File: src/rtl/seg_pkg.sv
`default_nettype none
// ---------------------------------------------------------------------------
// seg_pkg : seven-segment code constants and BCD-to-segment decode.
// Revision: 1.0
// ---------------------------------------------------------------------------
package seg_pkg;

  // Bit order {CA,CB,CC,CD,CE,CF,CG}, logic 1 = lit.
  localparam logic [6:0] SEG_0    = 7'b1111110;
  localparam logic [6:0] SEG_1    = 7'b0110000;
  localparam logic [6:0] SEG_2    = 7'b1101101;
  localparam logic [6:0] SEG_3    = 7'b1111001;
  localparam logic [6:0] SEG_4    = 7'b0110011;
  localparam logic [6:0] SEG_5    = 7'b1011011;
  localparam logic [6:0] SEG_6    = 7'b1011111;
  localparam logic [6:0] SEG_7    = 7'b1110000;
  localparam logic [6:0] SEG_8    = 7'b1111111;
  localparam logic [6:0] SEG_9    = 7'b1110011;
  localparam logic [6:0] SEG_DASH = 7'b0000001;
  localparam logic [6:0] SEG_OFF  = 7'b0000000;

  function automatic logic [6:0] bcd_to_seg(input logic [3:0] nibble);
    logic [6:0] seg;
    case (nibble)
      4'd0:    seg = SEG_0;
      4'd1:    seg = SEG_1;
      4'd2:    seg = SEG_2;
      4'd3:    seg = SEG_3;
      4'd4:    seg = SEG_4;
      4'd5:    seg = SEG_5;
      4'd6:    seg = SEG_6;
      4'd7:    seg = SEG_7;
      4'd8:    seg = SEG_8;
      4'd9:    seg = SEG_9;
      default: seg = SEG_DASH;
    endcase
    return seg;
  endfunction

endpackage
`default_nettype wire

File: src/rtl/tick_div.sv
`default_nettype none
// ---------------------------------------------------------------------------
// tick_div : free-running 0..DIV-1 counter, tick_o high while at DIV-1.
// Revision: 1.0
// ---------------------------------------------------------------------------
module tick_div #(
  parameter int DIV = 2
) (
  input  logic fast_clk,
  input  logic rst,
  output logic tick_o
);

  localparam int              W    = (DIV > 1) ? $clog2(DIV) : 1;
  localparam logic [W-1:0]    LAST = W'(DIV - 1);

  logic [W-1:0] cnt_q;
  logic [W-1:0] cnt_d;

  always_comb begin
    tick_o = (cnt_q == LAST);
    cnt_d  = tick_o ? '0 : cnt_q + 1'b1;
  end

  always_ff @(posedge fast_clk or posedge rst) begin
    if (rst) cnt_q <= '0;
    else     cnt_q <= cnt_d;
  end

endmodule
`default_nettype wire

File: src/rtl/seg_scan_display.sv
`default_nettype none
// ---------------------------------------------------------------------------
// seg_scan_display : multiplexed 7-segment scanner with blink, DP, LZ blanking.
// Revision: 1.0
// ---------------------------------------------------------------------------
module seg_scan_display
  import seg_pkg::*;
#(
  parameter int NUM_DIGITS = 4,
  parameter int SCAN_DIV   = 50000,
  parameter int BLINK_DIV  = 25000000,
  parameter bit ACTIVE_LOW = 1'b1
) (
  input  logic                      fast_clk,
  input  logic                      rst,
  input  logic [4*NUM_DIGITS-1:0]   digits_in,
  input  logic [NUM_DIGITS-1:0]     dp_in,
  input  logic [NUM_DIGITS-1:0]     blink_en,
  input  logic                      blank_lz,
  input  logic                      enable,
  output logic [NUM_DIGITS-1:0]     anode_vec,
  output logic [6:0]                cathode_vec,
  output logic                      dp_out,
  output logic                      frame_done
);

  localparam int           IW       = (NUM_DIGITS > 1) ? $clog2(NUM_DIGITS) : 1;
  localparam logic [IW-1:0] LAST_IDX = IW'(NUM_DIGITS - 1);

  logic scan_tick;
  logic blink_tick;

  tick_div #(.DIV(SCAN_DIV)) u_scan_div (
    .fast_clk (fast_clk),
    .rst      (rst),
    .tick_o   (scan_tick)
  );

  tick_div #(.DIV(BLINK_DIV)) u_blink_div (
    .fast_clk (fast_clk),
    .rst      (rst),
    .tick_o   (blink_tick)
  );

  logic [IW-1:0]           idx_q, idx_d;
  logic                    phase_q, phase_d;
  logic                    load_pend_q, load_pend_d;
  logic [4*NUM_DIGITS-1:0] sh_digits_q, sh_digits_d;
  logic [NUM_DIGITS-1:0]   sh_dp_q, sh_dp_d;
  logic [NUM_DIGITS-1:0]   sh_blink_q, sh_blink_d;
  logic                    frame_done_q, frame_done_d;
  logic [NUM_DIGITS-1:0]   anode_q, anode_d;
  logic [6:0]              cathode_q, cathode_d;
  logic                    dp_q, dp_d;

  logic                    frame_end;
  logic                    zero_above;
  logic [NUM_DIGITS-1:0]   lz_blank;
  logic [NUM_DIGITS-1:0]   sel;
  logic [3:0]              cur_nib;
  logic                    cur_dp;
  logic                    cur_blink;
  logic                    cur_lz;
  logic                    dark;

  always_comb begin
    frame_end    = scan_tick && (idx_q == LAST_IDX);
    idx_d        = idx_q;
    if (scan_tick) idx_d = (idx_q == LAST_IDX) ? '0 : idx_q + 1'b1;
    phase_d      = phase_q ^ blink_tick;
    frame_done_d = frame_end;
    load_pend_d  = 1'b0;

    // Snapshot only at frame boundaries so a frame never mixes old and new data.
    sh_digits_d = sh_digits_q;
    sh_dp_d     = sh_dp_q;
    sh_blink_d  = sh_blink_q;
    if (load_pend_q || frame_end) begin
      sh_digits_d = digits_in;
      sh_dp_d     = dp_in;
      sh_blink_d  = blink_en;
    end

    zero_above = 1'b1;
    lz_blank   = '0;
    for (int k = NUM_DIGITS - 1; k >= 0; k--) begin
      zero_above  = zero_above && (sh_digits_q[4*k +: 4] == 4'd0);
      lz_blank[k] = blank_lz && (k != 0) && zero_above;
    end

    sel       = '0;
    cur_nib   = 4'd0;
    cur_dp    = 1'b0;
    cur_blink = 1'b0;
    cur_lz    = 1'b0;
    for (int k = 0; k < NUM_DIGITS; k++) begin
      if (idx_q == IW'(k)) begin
        sel[k]    = 1'b1;
        cur_nib   = sh_digits_q[4*k +: 4];
        cur_dp    = sh_dp_q[k];
        cur_blink = sh_blink_q[k];
        cur_lz    = lz_blank[k];
      end
    end

    dark      = !enable || (cur_blink && !phase_q) || cur_lz;
    anode_d   = (dark ? '0 : sel) ^ {NUM_DIGITS{ACTIVE_LOW}};
    cathode_d = (dark ? SEG_OFF : bcd_to_seg(cur_nib)) ^ {7{ACTIVE_LOW}};
    dp_d      = (!dark && cur_dp) ^ ACTIVE_LOW;
  end

  always_ff @(posedge fast_clk or posedge rst) begin
    if (rst) begin
      idx_q        <= '0;
      phase_q      <= 1'b1;
      load_pend_q  <= 1'b1;
      sh_digits_q  <= '0;
      sh_dp_q      <= '0;
      sh_blink_q   <= '0;
      frame_done_q <= 1'b0;
      anode_q      <= {NUM_DIGITS{ACTIVE_LOW}};
      cathode_q    <= {7{ACTIVE_LOW}};
      dp_q         <= ACTIVE_LOW;
    end else begin
      idx_q        <= idx_d;
      phase_q      <= phase_d;
      load_pend_q  <= load_pend_d;
      sh_digits_q  <= sh_digits_d;
      sh_dp_q      <= sh_dp_d;
      sh_blink_q   <= sh_blink_d;
      frame_done_q <= frame_done_d;
      anode_q      <= anode_d;
      cathode_q    <= cathode_d;
      dp_q         <= dp_d;
    end
  end

  assign anode_vec   = anode_q;
  assign cathode_vec = cathode_q;
  assign dp_out      = dp_q;
  assign frame_done  = frame_done_q;

endmodule
`default_nettype wire

File: config.mk
export PLATFORM = sky130hd
export DESIGN_NAME = seg_scan_display
export DESIGN_NICKNAME = d
export VERILOG_FILES = /design/src/rtl/seg_pkg.sv /design/src/rtl/tick_div.sv /design/src/rtl/seg_scan_display.sv
export SDC_FILE = /design/constraint.sdc
export NUM_CORES = 1
export LEC_CHECK = 0
export ABC_AREA = 1
export BUFFER_PORTS_ARGS = -buffer_cell sky130_fd_sc_hd__buf_4
export CORE_MARGIN = 3
export CORE_UTILIZATION = 56
export DETAILED_ROUTE_END_ITERATION = 16
export GPL_TIMING_DRIVEN = 0
export PLACE_DENSITY = 0.8
export SLEW_MARGIN = 20
export SYNTH_ARGS = -nofsm -noshare
export SYNTH_HDL_FRONTEND = slang
export SYNTH_SLANG_ARGS = --single-unit
File: constraint.sdc
create_clock -name fast_clk -period 3.2 [get_ports fast_clk]
set_input_delay 0 -clock fast_clk [delete_from_list [all_inputs] [get_ports fast_clk]]
set_output_delay 0 -clock fast_clk [all_outputs]
set_load 0.03 [all_outputs]
==> qor.yml <==
slowest_stage: "sky130_fd_sc_hd__dfrtp_1"
worstSetupPathType: "reg2reg"
timing.final.crit_share_pct: 66.33
yosys_register_bits: 82
arrival_ns: 2.38
ys_types: 37
final_nets: 686
finalMaxSlewViolations: 0
worst_hold_path_type: "in2reg"
globalplace.congestion: 0.8868
final_critical_path_time_including_i_o_delays_and_setup_ns: 2.122
tns_ns: 0
hold_end: "anode_vec[3]$_DFF_PP1_"
netlist.top_cell.by_area: "sky130_fd_sc_hd__dfrtp_1"
leakagePower_nw: 2.666
max_used_layer: "met4"
min_from: "enable"
yosys.area.top_type_share_pct: 38.10
synth_cells: 570
yosys.cell_count.top_type: "sky130_fd_sc_hd__nand2_1"
post-route-cell-area_mm2: 0.005358
ys_async_sr_fraction_pct: 100.0
post-dp-hpwl_um: 7024
post_drt_via_cell_ratio: 5.173
cp-start-kind: "flip-flop"
switching_share_pct: 25.38
synth_enable_flop_cells: 0
max_stage_delay_ns: 0.40
timing.reg2reg.setup_slack_ns: 1.08
antennaDiodeCount: 0
worstRegToRegCells: 13
powerDensity_mw_per_mm2: 385.1
wl_met2_um: 4847
grt_overflow_total: 0
worst_setup_path_startpoint: "idx_q[1]$_DFFE_PP0N_"
top_area_cells_in_the_synthesized_netlist: "sky130_fd_sc_hd__dfrtp_1 38%, sky130_fd_sc_hd__nand2_1 13%, sky130_fd_sc_hd__dfstp_2 8.2%, sky130_fd_sc_hd__nand3_1 6.7%, sky130_fd_sc_hd__inv_1 6.0%"
route.final.wire_length_um: 9853
comb_power_share_pct: 11.1
grt_antenna_before_repair: 0
clockPowerShare_pct: 35.4
yosysSeqAreaShare_pct: 46.33
routed-via-count: 3885
run_status: "complete, no violations"
clk-insertion-delay-late_ns: 0.35
synth.cells.most_frequent: "154 x sky130_fd_sc_hd__nand2_1, 71 x sky130_fd_sc_hd__inv_1, 68 x sky130_fd_sc_hd__dfrtp_1"
critPathMaxFanout: 8
cp.required_ns: 3.46
synthesized_area_per_cell_um2: 7.836
worstReg2RegStart: "idx_q[1]$_DFFE_PP0N_"
cp_common_cell: "sky130_fd_sc_hd__nand2_1"
synthesis.area_mm2: 0.004467
syn-num-nets: 609
first_pass_iters: 5
cts_root_buf: "sky130_fd_sc_hd__clkbuf_8"
cts_tree: "done"
largest_vdd_supply_drop_v: 0.0003038
power.switching_mw: 0.5237
post-route-util_pct: 71.57
grt_pass1_vias: 3780
met3_wirelength_um: 423
met1_routed_wirelength_after_detailed_routing_um: 4384
setup-violations-final: 0
place_area_mm2: 0.004921
route.antenna.remaining_nets: 0
pwr-share-seq_pct: 53.4
dr.first_iter.drc_count: 226
ctsHtreeMaxLevel: 3
io_buffer_count: 40
finalHoldViolations: 0
cts_inserted_buffers: 9
endpoint_of_the_worst_slack_reg_to_reg_timing_path: "cathode_vec[1]$_DFF_PP1_"
floorplan.io_pins: 41
core.rowCount: 31
cts.repair_timing.setup_buffer_count: 0
power.internal_mw: 1.540
die-height_um: 95.31
worst_setup_path_end_kind: "flip-flop"
layout.cells.non_filler: 751
cts_num_sinks: 82
max_slew_headroom_pct: 57.04
tightestPinTransition_ns: 0.6385
drt_drc_violations_left: 0
grt_setup_unrepaired: "no"
final_skew_ns: 0.007375
grt_start_max_net_pins: 55
min_delay_path_depth: 4
sequence_of_cells_on_the_critical_path: "inv_1, ha_1, inv_2, nand3_1, nand2_1, nand2_1, nand2_1, nand2_1, inv_1, ha_1, nand3b_1, nand3_1, nand3_1"
postSynth.topFlopCell: "sky130_fd_sc_hd__dfrtp_1"
routed_wirelength_normalized_by_instance_count_um: 13.12
max_cap_violations: 0
synth-warning-count: 0
grt_first_pass_wirelength_um: 16690
design.core.area_mm2: 0.007486
fmax_mhz: 471.2
layout-drive-gt1-share_pct: 17.79
area_growth_syn_to_layout_pct: 19.94
placed_cells: 710
die_w_um: 95.31
design.die.area_mm2: 0.009084
clockBufferDepth: 2
floorplan.initialDensity_pct: 59.67
clkSlewWorstSetupHoldPaths_ns: 0.08
globalRouteTotalUtil_pct: 23.23
## cell families after synthesis
logic type	share of synthesized area, %
adder cells (fa/ha/maj)	3.081
XOR/XNOR	3.725
AND/OR/NAND/NOR	34.87
buffers and inverters	8.320
flip-flops	46.33
AO/OA/AOI/OAI	3.585
other	0.08395
## power groups by stage
stage,Clock [mW],Sequential [mW],Combinational [mW]
final,0.731,1.10,0.230
after global routing,0.778,1.11,0.256
after CTS,0.742,1.10,0.228
after detailed placement,0,1.12,0.203
after global placement,0,1.12,0.192
after floorplan,0,1.14,0.108
## stage by stage
stage | total power [mW] | worst slack, ns | hold slack (ns)
floorplan | 1.245 | 1.115 | 0.1039
global placement | 1.312 | 0.1954 | 0.1948
detailed placement | 1.324 | 1.109 | 0.02026
CTS | 2.072 | 1.100 | 0.03793
global route | 2.141 | 0.8417 | 0.05538
finish | 2.063 | 1.078 | 0.05830
## placed cells by master, fill, tap and decap left out, types with 5 or more instances in the layout
cell and count:
sky130_fd_sc_hd__a21oi_1 16, sky130_fd_sc_hd__o21ai_0 7, sky130_fd_sc_hd__nand4_1 11, sky130_fd_sc_hd__nor2_1 65, sky130_fd_sc_hd__dfstp_2 14, sky130_fd_sc_hd__xor2_1 17, sky130_fd_sc_hd__dfrtp_1 68, sky130_fd_sc_hd__nand2_1 154
sky130_fd_sc_hd__nand3_1 60, sky130_fd_sc_hd__nor3_1 11, sky130_fd_sc_hd__inv_1 70, sky130_fd_sc_hd__nand2_2 16, sky130_fd_sc_hd__clkbuf_8 9, sky130_fd_sc_hd__dlygate4sd3_1 25, sky130_fd_sc_hd__buf_4 40, sky130_fd_sc_hd__nor2_2 5
sky130_fd_sc_hd__ha_1 11, sky130_fd_sc_hd__inv_2 5
## sequential cells by signal, indices dropped and copies added (netlist names)
name	flops
frame_done	1
load_pend_q	1
dp_out	1
idx_q	2
sh_dp_q	4
phase_q	1
sh_blink_q	4
sh_digits_q	16
u_scan_div.cnt_q	16
cathode_vec	7
anode_vec	4
u_blink_div.cnt_q	25
## critical path, delay by kind of cell, from the launching register on
kind | cells | cell delay [ns]
simple gates | 8 | 0.78
buf+inv | 3 | 0.33
fa+ha+maj | 2 | 0.51
flops | 1 | 0.40
## worst max path at each step
stage	endpoint	slack, ns	depth (start not counted)
after floorplan	frame_done$_DFF_PP0_	1.11	1
after CTS	cathode_vec[1]$_DFF_PP1_	1.10	13
final	cathode_vec[1]$_DFF_PP1_	1.08	13
after global routing	cathode_vec[1]$_DFF_PP1_	0.84	13
after detailed placement	cathode_vec[1]$_DFF_PP1_	1.11	13
after global placement	u_blink_div.cnt_q[16]$_DFF_PP0_	0.20	2
## area by class of cell
cell class	count	area [um^2]
Clock inverter	5	55.05
Multi-Input combinational cell	400	2026
Fill cell	583	2128
Tap cell	99	123.9
Sequential cell	82	2069
Clock buffer	11	131.4
Buffer	9	70.07
Timing Repair Buffer	66	578.1
Inverter	79	304.0
## routing by layer
layer / track usage (%) / up-vias
met5: 0 / -
met4: 8.654 / 0
met3: 4.578 / 22
met2: 38.19 / 107
met1: 30.38 / 1810
li1: - / 1946
## repair_timing
action                    in CTS  in global routing
gates resized for setup        0                  0
hold endpoints to repair      52                  0
hold buffers                  25                  0
Note: power is estimated with default switching activity, not from simulation.
